==> config.mk <==
export PLATFORM = sky130hd
export DESIGN_NAME = ad7606_responder
export DESIGN_NICKNAME = d
export VERILOG_FILES = /design/src/rtl/ad7606_responder_pkg.sv /design/src/rtl/ad7606_responder_serializer.sv /design/src/rtl/ad7606_responder.sv
export SDC_FILE = /design/constraint.sdc
export NUM_CORES = 1
export LEC_CHECK = 0
export BUFFER_PORTS_ARGS = -buffer_cell sky130_fd_sc_hd__buf_2
export CAP_MARGIN = 10
export CELL_PAD_IN_SITES_DETAIL_PLACEMENT = 1
export CELL_PAD_IN_SITES_GLOBAL_PLACEMENT = 1
export CORE_MARGIN = 1.5
export CORE_UTILIZATION = 53
export CTS_BUF_LIST = sky130_fd_sc_hd__clkbuf_2
export DETAILED_ROUTE_END_ITERATION = 7
export PLACE_DENSITY_LB_ADDON = 0.12
export SLEW_MARGIN = 0
export SYNTH_ARGS = -nofsm -noshare
export SYNTH_HDL_FRONTEND = slang
export SYNTH_HIERARCHICAL = 1
export SYNTH_SLANG_ARGS = --single-unit
==> constraint.sdc <==
create_clock -name clk -period 2.7 [get_ports clk]
set_input_delay 0.405 -clock clk [delete_from_list [all_inputs] [get_ports clk]]
set_output_delay 0.405 -clock clk [all_outputs]
set_load 0.02 [all_outputs]
==> src/rtl/ad7606_responder_pkg.sv <==
// Shared definitions for the AD7606 serial-mode device model.
package ad7606_responder_pkg;

  localparam int unsigned N_CH        = 8;
  localparam int unsigned CH_PER_LINE = 4;
  localparam int unsigned CH_IDX_W    = 3;

  typedef enum logic [1:0] {
    ST_STBY = 2'd0,
    ST_WAKE = 2'd1,
    ST_IDLE = 2'd2,
    ST_CONV = 2'd3
  } state_t;

  function automatic logic rose(input logic cur, input logic prev);
    return cur & ~prev;
  endfunction

  function automatic logic fell(input logic cur, input logic prev);
    return ~cur & prev;
  endfunction

endpackage

==> src/rtl/ad7606_responder_serializer.sv <==
// Two-line serial shifter: loads on cs_n fall, shifts on sclk rise, clears while deselected.
module ad7606_responder_serializer
  import ad7606_responder_pkg::*;
#(
  parameter int unsigned LINE_W = 64
) (
  input  logic              clk,
  input  logic              rst,
  input  logic              cs_n,
  input  logic              sclk,
  input  logic [LINE_W-1:0] load_a,
  input  logic [LINE_W-1:0] load_b,
  output logic              douta,
  output logic              doutb,
  output logic              frstdata,
  output logic              dout_en,
  output logic              cs_fall_c,
  output logic              sclk_edge_c
);

  localparam int unsigned CNT_W     = $clog2(LINE_W + 1);
  localparam int unsigned WORD_BITS = LINE_W / CH_PER_LINE;

  logic              cs_n_q;
  logic              sclk_q;
  logic              sclk_rise_c;
  logic [LINE_W-1:0] shift_a;
  logic [LINE_W-1:0] shift_b;
  logic [CNT_W-1:0]  rise_cnt;

  // Pin history follows the inputs even in reset so no phantom edge appears on release.
  always_ff @(posedge clk) begin
    cs_n_q <= cs_n;
    sclk_q <= sclk;
  end

  assign cs_fall_c   = fell(cs_n, cs_n_q);
  assign sclk_rise_c = rose(sclk, sclk_q);
  assign sclk_edge_c = sclk ^ sclk_q;

  // Load/shift registers; deselect clears them so the lines idle at 0.
  always_ff @(posedge clk) begin
    if (rst) begin
      shift_a  <= '0;
      shift_b  <= '0;
      rise_cnt <= '0;
      frstdata <= 1'b0;
      dout_en  <= 1'b0;
    end else begin
      dout_en <= ~cs_n;
      if (cs_n) begin
        shift_a  <= '0;
        shift_b  <= '0;
        rise_cnt <= '0;
        frstdata <= 1'b0;
      end else if (cs_fall_c) begin
        shift_a  <= load_a;
        shift_b  <= load_b;
        rise_cnt <= '0;
        frstdata <= 1'b1;
      end else if (sclk_rise_c) begin
        shift_a <= {shift_a[LINE_W-2:0], 1'b0};
        shift_b <= {shift_b[LINE_W-2:0], 1'b0};
        if (rise_cnt != CNT_W'(LINE_W)) begin
          rise_cnt <= rise_cnt + CNT_W'(1);
        end
        if (rise_cnt == CNT_W'(WORD_BITS - 1)) begin
          frstdata <= 1'b0;
        end
      end
    end
  end

  assign douta = shift_a[LINE_W-1];
  assign doutb = shift_b[LINE_W-1];

endmodule

==> src/rtl/ad7606_responder.sv <==
// Device-side AD7606 model: standby/wake/convert FSM, result generation, protocol checking.
module ad7606_responder
  import ad7606_responder_pkg::*;
#(
  parameter int unsigned CONV_CYCLES = 120,
  parameter int unsigned WAKE_CYCLES = 60,
  parameter int unsigned DATA_W      = 16
) (
  input  logic clk,
  input  logic rst,
  input  logic stby,
  input  logic convst,
  input  logic cs_n,
  input  logic sclk,
  output logic busy,
  output logic frstdata,
  output logic douta,
  output logic doutb,
  output logic dout_en,
  output logic viol
);

  localparam int unsigned LINE_W     = CH_PER_LINE * DATA_W;
  localparam int unsigned CONV_CNT_W = DATA_W - CH_IDX_W;
  localparam int unsigned MAX_CYC    = (CONV_CYCLES > WAKE_CYCLES) ? CONV_CYCLES : WAKE_CYCLES;
  localparam int unsigned CYC_W      = $clog2(MAX_CYC + 1);

  state_t                  state;
  logic [CYC_W-1:0]        cyc_cnt;
  logic [CONV_CNT_W-1:0]   conv_cnt;
  logic [DATA_W-1:0]       result [N_CH];
  logic                    convst_q;
  logic                    convst_rise_c;
  logic                    cs_fall_c;
  logic                    sclk_edge_c;
  logic [LINE_W-1:0]       line_a;
  logic [LINE_W-1:0]       line_b;

  // convst history tracks the pin through reset to avoid a false start edge.
  always_ff @(posedge clk) begin
    convst_q <= convst;
  end

  assign convst_rise_c = rose(convst, convst_q);

  // V1..V4 feed line A, V5..V8 line B, lowest channel in the MSBs.
  for (genvar g = 0; g < CH_PER_LINE; g++) begin : g_line
    assign line_a[LINE_W-1-g*DATA_W -: DATA_W] = result[g];
    assign line_b[LINE_W-1-g*DATA_W -: DATA_W] = result[g+CH_PER_LINE];
  end

  // Power/convert FSM; dropping stby aborts everything but keeps results and count.
  always_ff @(posedge clk) begin
    if (rst) begin
      state    <= ST_STBY;
      cyc_cnt  <= '0;
      busy     <= 1'b0;
      conv_cnt <= '0;
      for (int k = 0; k < N_CH; k++) begin
        result[k] <= '0;
      end
    end else if (!stby) begin
      state <= ST_STBY;
      busy  <= 1'b0;
    end else begin
      case (state)
        ST_STBY: begin
          state   <= ST_WAKE;
          cyc_cnt <= '0;
        end
        ST_WAKE: begin
          if (cyc_cnt == CYC_W'(WAKE_CYCLES - 1)) begin
            state <= ST_IDLE;
          end else begin
            cyc_cnt <= cyc_cnt + CYC_W'(1);
          end
        end
        ST_IDLE: begin
          if (convst_rise_c) begin
            state   <= ST_CONV;
            busy    <= 1'b1;
            cyc_cnt <= '0;
          end
        end
        ST_CONV: begin
          if (cyc_cnt == CYC_W'(CONV_CYCLES - 1)) begin
            state    <= ST_IDLE;
            busy     <= 1'b0;
            conv_cnt <= conv_cnt + CONV_CNT_W'(1);
            for (int k = 0; k < N_CH; k++) begin
              result[k] <= {conv_cnt, CH_IDX_W'(k)};
            end
          end else begin
            cyc_cnt <= cyc_cnt + CYC_W'(1);
          end
        end
        default: state <= ST_STBY;
      endcase
    end
  end

  // One-cycle violation flag; a convst rise racing stby=0 counts as ignored.
  always_ff @(posedge clk) begin
    if (rst) begin
      viol <= 1'b0;
    end else begin
      viol <= (convst_rise_c && (state != ST_IDLE || !stby))
           || (sclk_edge_c && cs_n)
           || (cs_fall_c && state == ST_STBY);
    end
  end

  ad7606_responder_serializer #(
    .LINE_W (LINE_W)
  ) u_ser (
    .clk         (clk),
    .rst         (rst),
    .cs_n        (cs_n),
    .sclk        (sclk),
    .load_a      (line_a),
    .load_b      (line_b),
    .douta       (douta),
    .doutb       (doutb),
    .frstdata    (frstdata),
    .dout_en     (dout_en),
    .cs_fall_c   (cs_fall_c),
    .sclk_edge_c (sclk_edge_c)
  );

endmodule

==> metrics.md <==
| Metric | Value |
|---|---|
| Final nets | 904 |
| Syn Std Cell Area | 9470 um2 |
| Root Buffer | clkbuf_2 |
| Multi-input logic area | 4400 um2 |
| Critical setup path kind | reg -> reg |
| CTS Buf Count | 54 |
| Worst slew pin tran | 828 ps |
| Clock skew | 35.8 ps |
| Most common cell after layout, fill and taps aside | dfxtp_1 |
| First-pass iteration count of the detailed router | 5 |
| R2r setup slk | 470 ps |
| Pwr Density | 590 nW/um2 |
| Crit end category | flop |
| Total power | 5990 uW |
| Worst-Skew Late Latency | 800 ps |
| Synthesized area per cell | 11.0 um2 |
| Number of global-route vias before repair | 7,029 |
| Largest net degree at the start of global routing | 89 |
| Post-synth ARST share | 0 |
| Leak | 0.00368 uW |
| FF/Latch Area | 4530 um2 |
| Synth unique cells | 53 |
| Top FF cell, synth | dfxtp_1 |
| 1st-iter DRT viols | 249 |
| CTS sink cnt | 206 |
| Crit-path max FO | 11 |
| First-pass GRT wire length | 34,500 um |
| Yosys reg bits | 206 |
| Period utilisation layout | 0.824 |
| Critical Path RT | 3420 ps |
| Layout area overhead | 7.28% |
| # Max-Cap Violations | 0 |
| Drt drc | 0 |
| All-layer global routing usage | 0.233 |
| Post-route ant nets | 0 |
| Die extent in x | 137 um |
| Die ar. | 18,700 um2 |
| RSZ-0062 raised after global routing | false |
| CTS tree | yes |
| Worst EP arrival | 2950 ps |
| Max IR drop VDD | 0.390 mV |
| Port bufs | 11 |
| Top Ports | 12 |
| Sequential-to-total area share from yosys stat | 0.479 |
| Clock tree buffer depth | 3 |
| Routed WL | 20,900 um |
| Fmax | 449 MHz |
| # Post-CTS Setup Buffers | 0 |
| Fraction of layout cells with a size suffix above 1 | 0.251 |
| Starting Density | 0.545 |
| Row cnt | 48 |
| Die outline height | 137 um |
| Relative slew margins | 0.448 |
| CP Launch Type | flop |
| Pins over their slew limit | 0 |
| Warning count from the yosys run | 6 |
| Fillers | 1,861 |
| WL per Instance | 18.1 um |
| EDFF count, synth | 41 |
| Dpl hpwl | 14,000 um |
| Most frequent cells in the layout | dfxtp_1, nor2_1, mux2i_1, a211oi_2, clkbuf_2 |
| H-tree levels | 2 |
| HP Class | in -> reg |
| Vias per inst | 5.58 |
| Initial antenna violation count | 1 |
| Setup TNS | 0 ps |
| Status | finished, final reports clean |
| Remaining global-route overflow | 0 |
| Min Tclk post-route | 2230 ps |
| Core area | 17,400 um2 |
| Post-Synthesis Cells | 857 |
| Final setup fails | 0 |
| Hold Fails Final Rpt | 0 |
| Via count | 6,472 |
| Clk slew on worst S/H paths | 110 ps |
| RD Place Congestion | 0.826 |
## cells in the mapped netlist, drive strengths merged (2+ instances only)
cell type  instances  area [um2]
a211oi           126        1430
a21oi             15        75.1
a31oi              5        31.3
and2              19         119
and4               2        17.5
buf               56         508
clkbuf            10        37.5
dfxtp            165        3300
edfxtp            41        1230
ha                 5        62.6
inv               15        56.3
mux2               2        22.5
mux2i            128        1280
nand2             27         101
nand2b             4        25.0
nand3              8        40.0
nand4              9        62.6
nand4b             3        32.5
nor2             140         526
nor2b             15        93.8
nor3              10        50.1
nor4b              2        17.5
o211ai             3        22.5
o21ai             16        80.1
or2                2        12.5
or3                5        31.3
or4                8        63.8
xor2               3        26.3
## repair_timing
item / in CTS / in global routing
resized for setup: 0 / 0
hold endpoints to repair: 10 / 0
hold buffers: 5 / 0
## where the power goes
group | total [uW] | internal, uW | switching [uW]
registers | 3310 | 3230 | 76.4
logic | 481 | 182 | 299
clock network | 2210 | 955 | 1250
## state kept, by name (all words and copies together) (netlist names)
signal,cells
u_ser/dout_en,1
cyc_cnt,7
u_ser/rise_cnt,7
u_ser/frstdata,1
convst_q,1
u_ser/shift_a,64
result,42
viol,1
u_ser/sclk_q,1
conv_cnt,13
u_ser/shift_b,64
u_ser/cs_n_q,1
busy,1
state,2
## final cells by class
cell class / instances / area share
diodes: 1 / 0.000246
clock buffers: 90 / 0.0444
clock inverters: 6 / 0.00493
inverters: 15 / 0.00554
multi-input cells: 581 / 0.433
flip-flops and latches: 206 / 0.447
well taps: 225 / 0.0277
repair buffers: 35 / 0.0373
## cell families after synthesis
kind of cell / after synthesis / share of synthesized area
adders and majority gates: 5 / 0.00661
buffers and inverters: 81 / 0.0636
AOI/OAI and AO/OA: 173 / 0.180
and+or+nand+nor: 258 / 0.130
DFF: 206 / 0.479
xor gates and xnor gates: 3 / 0.00278
muxes: 130 / 0.138
other: 1 / 0.000396
## path summary, 6_finish.rpt
kind | start | endpoint | cells past startpoint
setup / recovery | cyc_cnt[3]$_SDFFE_PP0P_ | cyc_cnt[5]$_SDFFE_PP0P_ | 4
hold reg to reg | u_ser/shift_b[0]$_SDFFE_PP0P_ | u_ser/shift_b[0]$_SDFFE_PP0P_ | 2
hold / removal | convst | convst_q$_DFF_P_ | 2
setup reg to reg | cyc_cnt[3]$_SDFFE_PP0P_ | cyc_cnt[5]$_SDFFE_PP0P_ | 4
## through the flow
stage / worst slack, ps / area (um2) / hold WS [ps] / utilization / instances
after detailed placement: 456 / 9590 / 477 / 0.552 / 1056
final: 474 / 10200 / 258 / 0.585 / 1159
after global placement: 562 / 9590 / 458 / 0.552 / 1056
after CTS: 414 / 10100 / 207 / 0.584 / 1157
after global routing: 373 / 10200 / 194 / 0.585 / 1159
after floorplan: 326 / 9510 / 433 / - / 868
## worst max-delay path, cell delays in order (launching register included)
cell	delay (ps)
dfxtp_1	460
or4b_2	630
a21oi_1	690
o21ai_0	190
a31oi_1	190
## routing by layer
| metal | global-route usage | vias up | wire (um) |
|---|---|---|---|
| li1 | - | 3197 | - |
| met1 | 0.283 | 3151 | 9530 |
| met2 | 0.408 | 90 | 10400 |
| met3 | 0.0493 | 34 | 664 |
| met4 | 0.0786 | 0 | 345 |
| met5 | 0 | - | 0 |
Power figures use the tool's default switching activity.
